[src/rtl/digit_counter_mux_pkg.sv]
// Shared constants, the BCD state record and the single-digit-pair step helper
// for the two-digit multiplexed counter.
package digit_counter_mux_pkg;

  localparam logic [1:0] SEL_ONES   = 2'b01;
  localparam logic [1:0] SEL_TENS   = 2'b10;
  localparam logic [3:0] BLANK_CODE = 4'hF;
  localparam logic [3:0] BCD_MAX    = 4'd9;

  typedef struct packed {
    logic [3:0] ones;
    logic [3:0] tens;
    logic       wrap;
  } bcd_state_t;

  // One count step of the two-digit BCD value. Out-of-range digits are
  // clamped to 9 first so a corrupted register recovers on the next step.
  function automatic bcd_state_t bcd_step(input logic [3:0] ones_in,
                                          input logic [3:0] tens_in,
                                          input logic       up_in);
    bcd_state_t r;
    logic [3:0] o;
    logic [3:0] t;
    o = (ones_in > BCD_MAX) ? BCD_MAX : ones_in;
    t = (tens_in > BCD_MAX) ? BCD_MAX : tens_in;
    r.ones = o;
    r.tens = t;
    r.wrap = 1'b0;
    if (up_in) begin
      if (o == BCD_MAX) begin
        r.ones = 4'd0;
        if (t == BCD_MAX) begin
          r.tens = 4'd0;
          r.wrap = 1'b1;
        end else begin
          r.tens = t + 4'd1;
        end
      end else begin
        r.ones = o + 4'd1;
      end
    end else begin
      if (o == 4'd0) begin
        r.ones = BCD_MAX;
        if (t == 4'd0) begin
          r.tens = BCD_MAX;
          r.wrap = 1'b1;
        end else begin
          r.tens = t - 4'd1;
        end
      end else begin
        r.ones = o - 4'd1;
      end
    end
    return r;
  endfunction

endpackage

[src/rtl/digit_counter_mux_tick_gen.sv]
// Parameterised clock divider: counts 0..DIV-1 while enabled and emits a
// single-cycle tick on the terminal value. Holds its value while disabled.
module tick_gen #(
  parameter int DIV = 2
) (
  input  logic clk,
  input  logic rst_n,
  input  logic en,
  input  logic clear,
  output logic tick
);

  localparam int              W    = $clog2(DIV);
  localparam logic [W-1:0]    LAST = W'(DIV - 1);

  logic [W-1:0] cnt;

  // Tick only fires on an enabled cycle so a frozen divider never steps.
  assign tick = en && (cnt == LAST);

  // Divider counter: clear wins, then advance or wrap while enabled.
  always_ff @(posedge clk or negedge rst_n) begin
    if (!rst_n) begin
      cnt <= '0;
    end else if (clear) begin
      cnt <= '0;
    end else if (en) begin
      cnt <= tick ? '0 : cnt + 1'b1;
    end
  end

endmodule

[src/rtl/digit_counter_mux.sv]
// Two-digit BCD up/down counter with a prescaled count tick and a
// time-multiplexed digit output for a 7-segment decoder.
module digit_counter_mux
  import digit_counter_mux_pkg::*;
#(
  parameter int TICK_DIV = 10_000_000,
  parameter int MUX_DIV  = 1000,
  parameter bit BLANK_LZ = 1'b1
) (
  input  logic       clk,
  input  logic       rst_n,
  input  logic       en,
  input  logic       up,
  input  logic       clear,
  output logic [3:0] counter,
  output logic [1:0] digit_sel,
  output logic [3:0] ones,
  output logic [3:0] tens,
  output logic       wrap
);

  logic       count_tick;
  logic       scan_tick;
  bcd_state_t step_res;
  logic [1:0] sel_next;
  logic [3:0] counter_next;

  tick_gen #(.DIV(TICK_DIV)) u_prescaler (
    .clk   (clk),
    .rst_n (rst_n),
    .en    (en),
    .clear (clear),
    .tick  (count_tick)
  );

  tick_gen #(.DIV(MUX_DIV)) u_scan (
    .clk   (clk),
    .rst_n (rst_n),
    .en    (1'b1),
    .clear (1'b0),
    .tick  (scan_tick)
  );

  // Next BCD value for the current direction.
  always_comb begin
    step_res = bcd_step(ones, tens, up);
  end

  // Count registers: clear beats tick; wrap lives for one cycle only.
  always_ff @(posedge clk or negedge rst_n) begin
    if (!rst_n) begin
      ones <= 4'd0;
      tens <= 4'd0;
      wrap <= 1'b0;
    end else if (clear) begin
      ones <= 4'd0;
      tens <= 4'd0;
      wrap <= 1'b0;
    end else if (count_tick) begin
      ones <= step_res.ones;
      tens <= step_res.tens;
      wrap <= step_res.wrap;
    end else begin
      wrap <= 1'b0;
    end
  end

  // Digit select and the code shown for it, from the pre-edge digit values.
  always_comb begin
    sel_next = digit_sel;
    if (scan_tick) begin
      sel_next = (digit_sel == SEL_ONES) ? SEL_TENS : SEL_ONES;
    end
    counter_next = ones;
    if (sel_next == SEL_TENS) begin
      counter_next = (BLANK_LZ && (tens == 4'd0)) ? BLANK_CODE : tens;
    end
  end

  // Select and digit code are registered together so they change on one edge.
  always_ff @(posedge clk or negedge rst_n) begin
    if (!rst_n) begin
      digit_sel <= SEL_ONES;
      counter   <= 4'h0;
    end else begin
      digit_sel <= sel_next;
      counter   <= counter_next;
    end
  end

endmodule

[config.mk]
export PLATFORM = sky130hd
export DESIGN_NAME = digit_counter_mux
export DESIGN_NICKNAME = d
export VERILOG_FILES = /design/src/rtl/digit_counter_mux_pkg.sv /design/src/rtl/digit_counter_mux_tick_gen.sv /design/src/rtl/digit_counter_mux.sv
export SDC_FILE = /design/constraint.sdc
export NUM_CORES = 1
export LEC_CHECK = 0
export ABC_CLOCK_PERIOD_IN_PS = 4800
export BUFFER_PORTS_ARGS = -buffer_cell sky130_fd_sc_hd__buf_2
export CAP_MARGIN = 25
export CORE_ASPECT_RATIO = 0.75
export CORE_MARGIN = 5
export CORE_UTILIZATION = 52
export DETAILED_ROUTE_END_ITERATION = 16
export GPL_ROUTABILITY_DRIVEN = 0
export PLACE_DENSITY_LB_ADDON = 0.1
export RECOVER_POWER = 25
export SYNTH_ARGS = -nofsm -noshare
export SYNTH_HDL_FRONTEND = slang
export SYNTH_SLANG_ARGS = --single-unit
[constraint.sdc]
create_clock -name clk -period 4.8 [get_ports clk]
set_input_delay 0.72 -clock clk [delete_from_list [all_inputs] [get_ports clk]]
set_output_delay 0.72 -clock clk [all_outputs]
set_load 0.05 [all_outputs]
==> metrics.yaml <==
critical_path:
  critical_path.max_fanout: 32
  cp_slowest_cell: "clkbuf_1"
  end_kind: "async pin"
  critical_path.top_delay_family: "buffers and inverters"
  criticalPathCategory: "in -> async"
  slowest_delay_ns: 1.27
  worstPathRequired_ns: 4.92
  start_kind: "input pin"
  critPathBufInv: 2
  arrival_ns: 2.70
  path_cells: "clkbuf_1 -> clkbuf_1"
  cp_common_cell: "clkbuf_1"
finish:
  stdcell_area_um2: 3100
  layout_common_cells: "dfrtp_1, nor2_1, nand2_1"
  final_common_cell: "dfrtp_1"
  diodes: 0
  utilization: 0.5792
  final_cells: 409
  fin_nets: 342
  area_growth_pct: 8.304
  drive_gt1_frac: 0.1078
placed_design:
  place.detailed.hpwl_um: 4498
  place_ws_ns: 2.195
  dpl-instance-area_um2: 3003
  place_inst: 401
  io_buffers: 19
logic_synthesis:
  syn_area_um2: 2863
  synth-async-reset-ratio: 1.000
  synth_nets: 330
  synth_edf_count: 0
  syn_area_per_cell_um2: 8.918
  ys_seq_area_frac: 0.4288
  synth_ff_type: "dfrtp_1"
  netlist_instances: 321
  ys_seq_elements: 49
  synth_warnings: 0
  ys_types: 58
clock_tree:
  cts_resized: 0
  path_clk_slew_ns: 0.10
  htreeDepth: 2
  cts.path.max_buffers: 2
  cts.sinks: 49
  cts_root_buffer: "clkbuf_8"
  clk-insertion-delay-late_ns: 0.31
  cts_setup_buffers: 0
  cts_hold_buf: 0
  tritoncts: "yes"
  cts_buffers: 5
timing:
  fin_crit_ns: 2.573
  fmax_mhz: 388.7
  tns_ns: 0
  hold_viol_final: 0
  finalSetupViolCount: 0
  rsz0062_at_grt: "no"
  max-slew-margin-rel: -0.1041
  finalWorstSetupSlack_ns: 2.227
  finalCritPeriodShare: 0.5360
  skew_ns: 0.01045
  worst_pin_slew_ns: 1.656
  drv_slew: 33
global_route:
  grt_max_degree: 33
  antenna_found_initial: 0
  grt_pass1_wl_um: 10700
  grt_overflow: 0
  grt_pass1_vias: 2191
  grt_usage: 0.1922
power_and_ir_drop:
  p_seq_frac: 0.561
  pwr-share-clk: 0.404
  peakVddDrop_mv: 0.1721
  pwr-share-comb: 0.035
  p_leak_nw: 1.313
  p_int_w: 0.0005745
  power_density_nw_per_um2: 238.5
  switching_share: 0.2231
  p_switching_w: 0.0001650
floorplan:
  dieArea_um2: 7104
  rows: 23
  core_area_um2: 5353
  ios: 20
  initial_utilization: 0.5348
  die_w_um: 95.68
  fp.dieH_um: 74.26
status:
  violations: "capacitance limit, slew limit"
  status: "complete, but fails checks"
detailed_routing:
  route.antenna.remaining_nets: 0
  wire_per_inst_um: 15.06
  vias: 2366
  dr.pass1.iters: 5
  via_per_inst: 5.785
  drc: 0
  routed_wl_um: 6159
  dr.first_iter.drc_count: 145
flow_run:
  maxCapViolCount: 1
hold_path:
  hold_path.class: "reg -> reg"
[registers in the layout, indices dropped and copies added, names as in the netlist]
signal and cells:
digit_sel 2, u_scan.cnt 10, wrap 1, counter 4
ones 4, u_prescaler.cnt 24, tens 4
[path summary, 6_finish.rpt]
kind / end / slack [ns] / depth (start not counted) / start
max in group clk: u_prescaler.cnt[4] / 2.36 / 6 / u_prescaler.cnt[0]
worst min-delay path: u_scan.cnt[0] / 0.47 / 1 / u_scan.cnt[0]
worst min register to register: u_scan.cnt[0] / 0.47 / 1 / u_scan.cnt[0]
worst max register to register: u_prescaler.cnt[4] / 2.36 / 6 / u_prescaler.cnt[0]
worst max-delay path: u_prescaler.cnt[12] / 2.23 / 2 / rst_n
min in group asynchronous: wrap / 0.53 / 1 / rst_n
[power by group through the flow]
stage	logic, W	clock network (W)	registers, W
4_1_cts	0.0000285	0.000310	0.000415
6_report	0.0000259	0.000299	0.000415
2_1_floorplan	0.0000141	0	0.000423
3_5_place_dp	0.0000282	0	0.000423
5_1_grt	0.0000306	0.000323	0.000415
3_3_place_gp	0.0000267	0	0.000423
[area by class of cell]
class / instances / area (um^2)
Fill cell: 503 / 2252
Multi-Input combinational cell: 245 / 1521
Sequential cell: 49 / 1227
Timing Repair Buffer: 20 / 97.59
Tap cell: 75 / 93.84
Clock buffer: 5 / 68.82
Clock inverter: 3 / 46.29
Inverter: 12 / 45.04
[synth_stat cells (2+ instances only)]
cell      instances  area (um^2)
a21oi_1          17        85.08
a22oi_1           2        15.01
a31oi_1           2        12.51
and3_1            6        37.54
buf_2             4        20.02
clkbuf_1         10        37.54
dfrtp_1          48         1201
ha_1              4        50.05
inv_1            12        45.04
mux2i_1           6        60.06
nand2_1          26        97.59
nand2b_1          5        31.28
nand3_1          19        95.09
nand3b_1          2        15.01
nand4_1          10        62.56
nor2_1           46        172.7
nor2b_1           3        18.77
nor3_1           13        65.06
nor4_1            4        25.02
nor4_2            3        37.54
nor4b_1           2        17.52
o211ai_1          3        22.52
o21a_1            2        15.01
o21ai_0           7        35.03
o21ai_1           3        15.01
o22ai_1           2        12.51
o41ai_1           2        17.52
or3_1             6        37.54
or4_1             4        30.03
xnor2_1           9        78.83
xor2_1           12        105.1
[kinds of logic after synthesis]
group / after synthesis / share of synthesized area
xor gates and xnor gates: 21 / 0.06425
muxes: 7 / 0.02491
and+or+nand+nor: 159 / 0.3016
AOI/OAI and AO/OA: 54 / 0.1233
adders and majority gates: 4 / 0.01748
DFF: 49 / 0.4288
buffers and inverters: 27 / 0.03977
[routing by layer]
metal / global-route usage / part of all wire / vias to the layer above / routed length [um]
met3: 0.03741 / 0.049 / 8 / 299
met4: 0.04732 / 0.010 / 0 / 64
met2: 0.2827 / 0.44 / 52 / 2711
met5: 0 / 0 / - / 0
met1: 0.2918 / 0.50 / 1128 / 3083
li1: - / - / 1178 / -
[through the flow]
step	hold WS, ns	total power [W]
after global placement	0.4439	0.0004496
after floorplan	0.4244	0.0004371
final	0.4693	0.0007395
after global routing	0.5033	0.0007684
after detailed placement	0.4551	0.0004512
after CTS	0.3418	0.0007531
(Power assumes the default switching activity.)
